### src/rtl/riscv_pkg.sv
// Shared pipeline-control definitions: forwarding selects, hazard FSM states, x0 index.
// Used by the hazard unit and its operand forwarding selector.
package riscv_pkg;

  localparam logic [1:0] FWD_RF  = 2'b00;
  localparam logic [1:0] FWD_WB  = 2'b01;
  localparam logic [1:0] FWD_MEM = 2'b10;

  localparam logic [4:0] REG_X0 = 5'd0;

  typedef enum logic {
    IDLE       = 1'b0,
    LOAD_STALL = 1'b1
  } hz_state_t;

endpackage

### src/rtl/forward_sel.sv
// Operand forwarding select for one execute-stage source register.
// Purely combinational, zero latency; no flow control.
module forward_sel
  import riscv_pkg::*;
(
  input  logic [4:0] rs,
  input  logic [4:0] rd_m,
  input  logic       we_m,
  input  logic [4:0] rd_w,
  input  logic       we_w,
  output logic [1:0] sel
);

  logic live;

  assign live = (rs != REG_X0);

  // The newer (MEM) result shadows the older (WB) one.
  always_comb begin
    sel = FWD_RF;
    if (live && we_m && (rs == rd_m)) begin
      sel = FWD_MEM;
    end else if (live && we_w && (rs == rd_w)) begin
      sel = FWD_WB;
    end
  end

endmodule

### src/rtl/hazard_unit.sv
// Forwarding, load-use stall and branch-flush control for execute and ID/EX.
// Controls are combinational from state and inputs; stall/flush event counters saturate.
module hazard_unit
  import riscv_pkg::*;
#(
  parameter int LOAD_LATENCY = 1,
  parameter int CNT_W        = 32
) (
  input  logic             clk,
  input  logic             rst_n,
  input  logic [4:0]       rs1_D,
  input  logic [4:0]       rs2_D,
  input  logic [4:0]       rs1_E,
  input  logic [4:0]       rs2_E,
  input  logic [4:0]       rd_E,
  input  logic [4:0]       rd_M,
  input  logic [4:0]       rd_W,
  input  logic             ctrl_register_file_WE_E,
  input  logic             ctrl_register_file_WE_M,
  input  logic             ctrl_register_file_WE_W,
  input  logic             ctrl_result_E,
  input  logic             branch_taken_E,
  output logic [1:0]       forward_A_E,
  output logic [1:0]       forward_B_E,
  output logic             stall_F,
  output logic             stall_D,
  output logic             flush_D,
  output logic             flush_E,
  output logic [CNT_W-1:0] stall_count,
  output logic [CNT_W-1:0] flush_count
);

  localparam logic [2:0] BUB_INIT = 3'(LOAD_LATENCY - 1);

  hz_state_t  state, state_nxt;
  logic [2:0] bub, bub_nxt;
  logic [1:0] sel_a, sel_b;
  logic       load_use;

  forward_sel u_fwd_a (
    .rs   (rs1_E),
    .rd_m (rd_M),
    .we_m (ctrl_register_file_WE_M),
    .rd_w (rd_W),
    .we_w (ctrl_register_file_WE_W),
    .sel  (sel_a)
  );

  forward_sel u_fwd_b (
    .rs   (rs2_E),
    .rd_m (rd_M),
    .we_m (ctrl_register_file_WE_M),
    .rd_w (rd_W),
    .we_w (ctrl_register_file_WE_W),
    .sel  (sel_b)
  );

  assign load_use = ctrl_result_E && ctrl_register_file_WE_E && (rd_E != REG_X0) &&
                    ((rd_E == rs1_D) || (rd_E == rs2_D));

  always_comb begin
    state_nxt   = state;
    bub_nxt     = bub;
    stall_F     = 1'b0;
    stall_D     = 1'b0;
    flush_D     = 1'b0;
    flush_E     = 1'b0;
    forward_A_E = FWD_RF;
    forward_B_E = FWD_RF;
    if (!rst_n) begin
      flush_D = 1'b1;
      flush_E = 1'b1;
    end else begin
      forward_A_E = sel_a;
      forward_B_E = sel_b;
      case (state)
        IDLE: begin
          // A taken branch squashes the decode instruction, so its load-use is moot.
          if (branch_taken_E) begin
            flush_D = 1'b1;
            flush_E = 1'b1;
          end else if (load_use) begin
            stall_F = 1'b1;
            stall_D = 1'b1;
            flush_E = 1'b1;
            if (LOAD_LATENCY > 1) begin
              state_nxt = LOAD_STALL;
              bub_nxt   = BUB_INIT;
            end
          end
        end
        LOAD_STALL: begin
          if (branch_taken_E) begin
            flush_D   = 1'b1;
            flush_E   = 1'b1;
            state_nxt = IDLE;
            bub_nxt   = 3'd0;
          end else begin
            stall_F = 1'b1;
            stall_D = 1'b1;
            flush_E = 1'b1;
            bub_nxt = bub - 3'd1;
            if (bub == 3'd1) begin
              state_nxt = IDLE;
            end
          end
        end
        default: begin
          state_nxt = IDLE;
          bub_nxt   = 3'd0;
        end
      endcase
    end
  end

  always_ff @(posedge clk) begin
    if (!rst_n) begin
      state       <= IDLE;
      bub         <= 3'd0;
      stall_count <= '0;
      flush_count <= '0;
    end else begin
      state <= state_nxt;
      bub   <= bub_nxt;
      if (stall_D && (stall_count != {CNT_W{1'b1}})) begin
        stall_count <= stall_count + 1'b1;
      end
      if (branch_taken_E && flush_D && (flush_count != {CNT_W{1'b1}})) begin
        flush_count <= flush_count + 1'b1;
      end
    end
  end

endmodule

### config.mk
export PLATFORM = sky130hd
export DESIGN_NAME = hazard_unit
export DESIGN_NICKNAME = d
export VERILOG_FILES = /design/src/rtl/riscv_pkg.sv /design/src/rtl/forward_sel.sv /design/src/rtl/hazard_unit.sv
export SDC_FILE = /design/constraint.sdc
export NUM_CORES = 1
export LEC_CHECK = 0
export CAP_MARGIN = 10
export CORE_ASPECT_RATIO = 1.75
export CORE_UTILIZATION = 49
export CTS_BUF_LIST = sky130_fd_sc_hd__clkbuf_4
export DETAILED_ROUTE_END_ITERATION = 8
export PLACE_DENSITY = 0.9
export SYNTH_ARGS = -nofsm -noshare
export SYNTH_HDL_FRONTEND = slang
export SYNTH_SLANG_ARGS = --single-unit
### constraint.sdc
create_clock -name clk -period 2.2 [get_ports clk]
set_input_delay 0.33 -clock clk [delete_from_list [all_inputs] [get_ports clk]]
set_output_delay 0.33 -clock clk [all_outputs]
set_load 0.02 [all_outputs]
==> reports/qor.txt <==
status - finished clean
Post-DP HPWL - 8670 microns
post-synth top area share - 35.6%
Cell variety after synth - 45
First-pass DRT Iterations - 4
Synth area leader - dfxtp_1
cts bufs inserted - 9
Worst Skew - 21.0 ps
final antenna-violating net count - 0
ANT cells - 0
Max Slew Vio Count - 0
IO buf count - 113
worst r2r src - stall_count[0]$_SDFFE_PN0P_
Core Rows - 42
min Tclk post-route - 2170 ps
register area share after synthesis - 35.6%
total grt overflow - 0
vias in the first global route - 4091
hold path cells - 2
area grow syn2layout - 46.1%
core box area - 7570 sq um
worst min path class - reg2reg
Initial Util - 50.6%
most instantiated cells after synthesis - dfxtp_1, nor2_1, nand2_1
fin crit share - 98.8%
Wirelength per Cell - 16.0 microns
Max Cap Violations - 0
initial antenna violation count - 0
R2R cell count - 8
first-pass GRT wire length - 18700 microns
Clock Latency Late Sink - 440 ps
hold slack - 501 ps
Post-Synthesis Cell Area - 3830 sq um
number of setup violations in the final report - 0
gpl congestion - 0.892
Cells after DPL - 689
Critical Path Fanout Max - 2
H-tree depth - 3
post-synthesis average cell area - 8.25 sq um
crit path launch - rd_M[3]
Startpoint Class - primary input
syn_nets - 510
largest net degree at the start of global routing - 45
Final Hold Viols - 0
DIE WIDTH - 68.8 microns
crit path cell chain - clkdlybuf4s50_1 -> xnor2_1 -> nand4_1 -> nor4_2 -> and2_1 -> buf_2
fmax - 0.460 GHz
Worst-path clk slew - 120 ps
count leader, synth - dfxtp_1
global-route usage over all layers - 30.2%
warnings from Yosys - 0
DP Worst Slack - -564 ps
via count - 4044
CTS Buffer Depth - 2
share of cells above drive strength 1 - 16.7%
crit end category - output pin
#FFs+latches synth - 68
Post-Synthesis Cells - 464
CTS root buffer - clkbuf_4
WL final - 11400 microns
number of fill cells in the layout - 581
Max IR drop VDD - 0.345 mV
worst hold path startpoint - stall_count[26]$_SDFFE_PN0P_
WP data required - 1870 ps
die area - 8180 sq um
Rel. slew slack - 63.8%
number of nets in the layout - 665
total leakage power - 2.22 nW
Iter 0 DRT Violations - 274
Die Y - 119 microns
actual slew at the worst max-slew pin - 540 ps
Top FF cell, synth - dfxtp_1
I/O pin cnt - 114
overall power - 2.46 mW
vias per std cell - 5.68
CTS Sinks - 68
DRC Markers - 0
Power per Cell Area - 441 nW/um^2
worst setup path class - in2out
worst setup margin - 26.3 ps
Critical Path AT - 1840 ps
final core occ - 73.9%
Worst path slowest cell - clkdlybuf4s50_1
Synth area leaders - dfxtp_1, xor2_1, mux2i_1
Post-synth EDFFs - 0
CTS tree - done
asr flop ratio synth - 0%
Final Non-Filler Cells - 712
highest cell delay on the worst timing path - 520 ps
==> power breakdown <==
part / switching [mW] / internal [mW] / leakage (nW)
Sequential: 0.00414 / 1.23 / 0.551
Combinational: 0.136 / 0.155 / 1.59
Clock: 0.477 / 0.456 / 0.0857
Total: 0.618 / 1.85 / 2.22
==> per-stage QoR <==
stage,setup TNS (ps),cell area (sq um)
after floorplan,0,3830
after global placement,-10110,5320
after detailed placement,-13160,5320
after CTS,0,5520
after global routing,-57.1,5590
final,0,5590
==> sequential cells by signal, indices dropped and copies added (netlist names) <==
register,flops
stall_count,32
state,1
flush_count,32
bub,3
==> kinds of logic (layout without fill, tap and decap cells) <==
group	after synthesis	after routing	share of synthesized area, %
DFF	68	68	35.6
and+or+nand+nor	246	246	34.2
muxes	24	24	6.31
AOI/OAI and AO/OA	37	37	6.41
adders and majority gates	4	4	1.31
buffers and inverters	27	187	2.91
xor gates and xnor gates	58	58	13.3
==> metal layers <==
| layer | routed length (microns) | global-route usage, % | part of all wire [%] |
|---|---|---|---|
| met5 | 0 | 0 | 0 |
| met1 | 4050 | 29.2 | 36 |
| met3 | 420 | 6.42 | 3.7 |
| met4 | 512 | 14.8 | 4.5 |
| met2 | 6420 | 56.4 | 56 |
==> cell usage in the layout (no fill, tap or decap), drive strengths merged, types with 9 or more instances in the layout <==
| cell | synthesis | final |
|---|---|---|
| xnor2 | 24 | 24 |
| nand4 | 31 | 31 |
| buf | 6 | 55 |
| xor2 | 34 | 34 |
| o21ai | 9 | 9 |
| nand3 | 32 | 32 |
| inv | 10 | 10 |
| clkbuf | 11 | 9 |
| nand2 | 46 | 46 |
| mux2i | 23 | 23 |
| dlygate4sd2 | 0 | 9 |
| and3 | 18 | 18 |
| a21oi | 13 | 13 |
| nor4 | 11 | 11 |
| nor2 | 51 | 51 |
| nand2b | 15 | 15 |
| or4 | 9 | 9 |
| and2 | 12 | 12 |
| clkdlybuf4s50 | 0 | 91 |
| dfxtp | 68 | 68 |
==> worst paths after layout <==
path                                   to  slack, ps
max                        forward_A_E[1]         30
min          stall_count[26]$_SDFFE_PN0P_        500
max reg2reg   stall_count[5]$_SDFFE_PN0P_        130
min reg2reg  stall_count[26]$_SDFFE_PN0P_        500
==> critical path, delay by kind of cell <==
kind | cells | cell delay (ps)
xor gates and xnor gates | 1 | 140
buffers and inverters | 2 | 690
and+or+nand+nor | 3 | 690
==> final cells by class <==
cell class                      count  area (sq um)  area share, %
Clock buffer                        9          67.6           1.21
Clock inverter                      7          91.3           1.63
Inverter                           10          37.5          0.672
Multi-Input combinational cell    369          2440           43.7
Sequential cell                    68          1370           24.5
Tap cell                           88           110           1.97
Timing Repair Buffer              161          1470           26.3
==> repair_timing <==
item                       4_1_cts  5_1_grt
setup buffers                    6        1
cloned                           0        0
hold buffers                     0        0
gates resized for setup         48       20
pin swaps                       11       10
setup endpoints to repair       10       29
No activity file was read; power rests on OpenSTA's default activity.
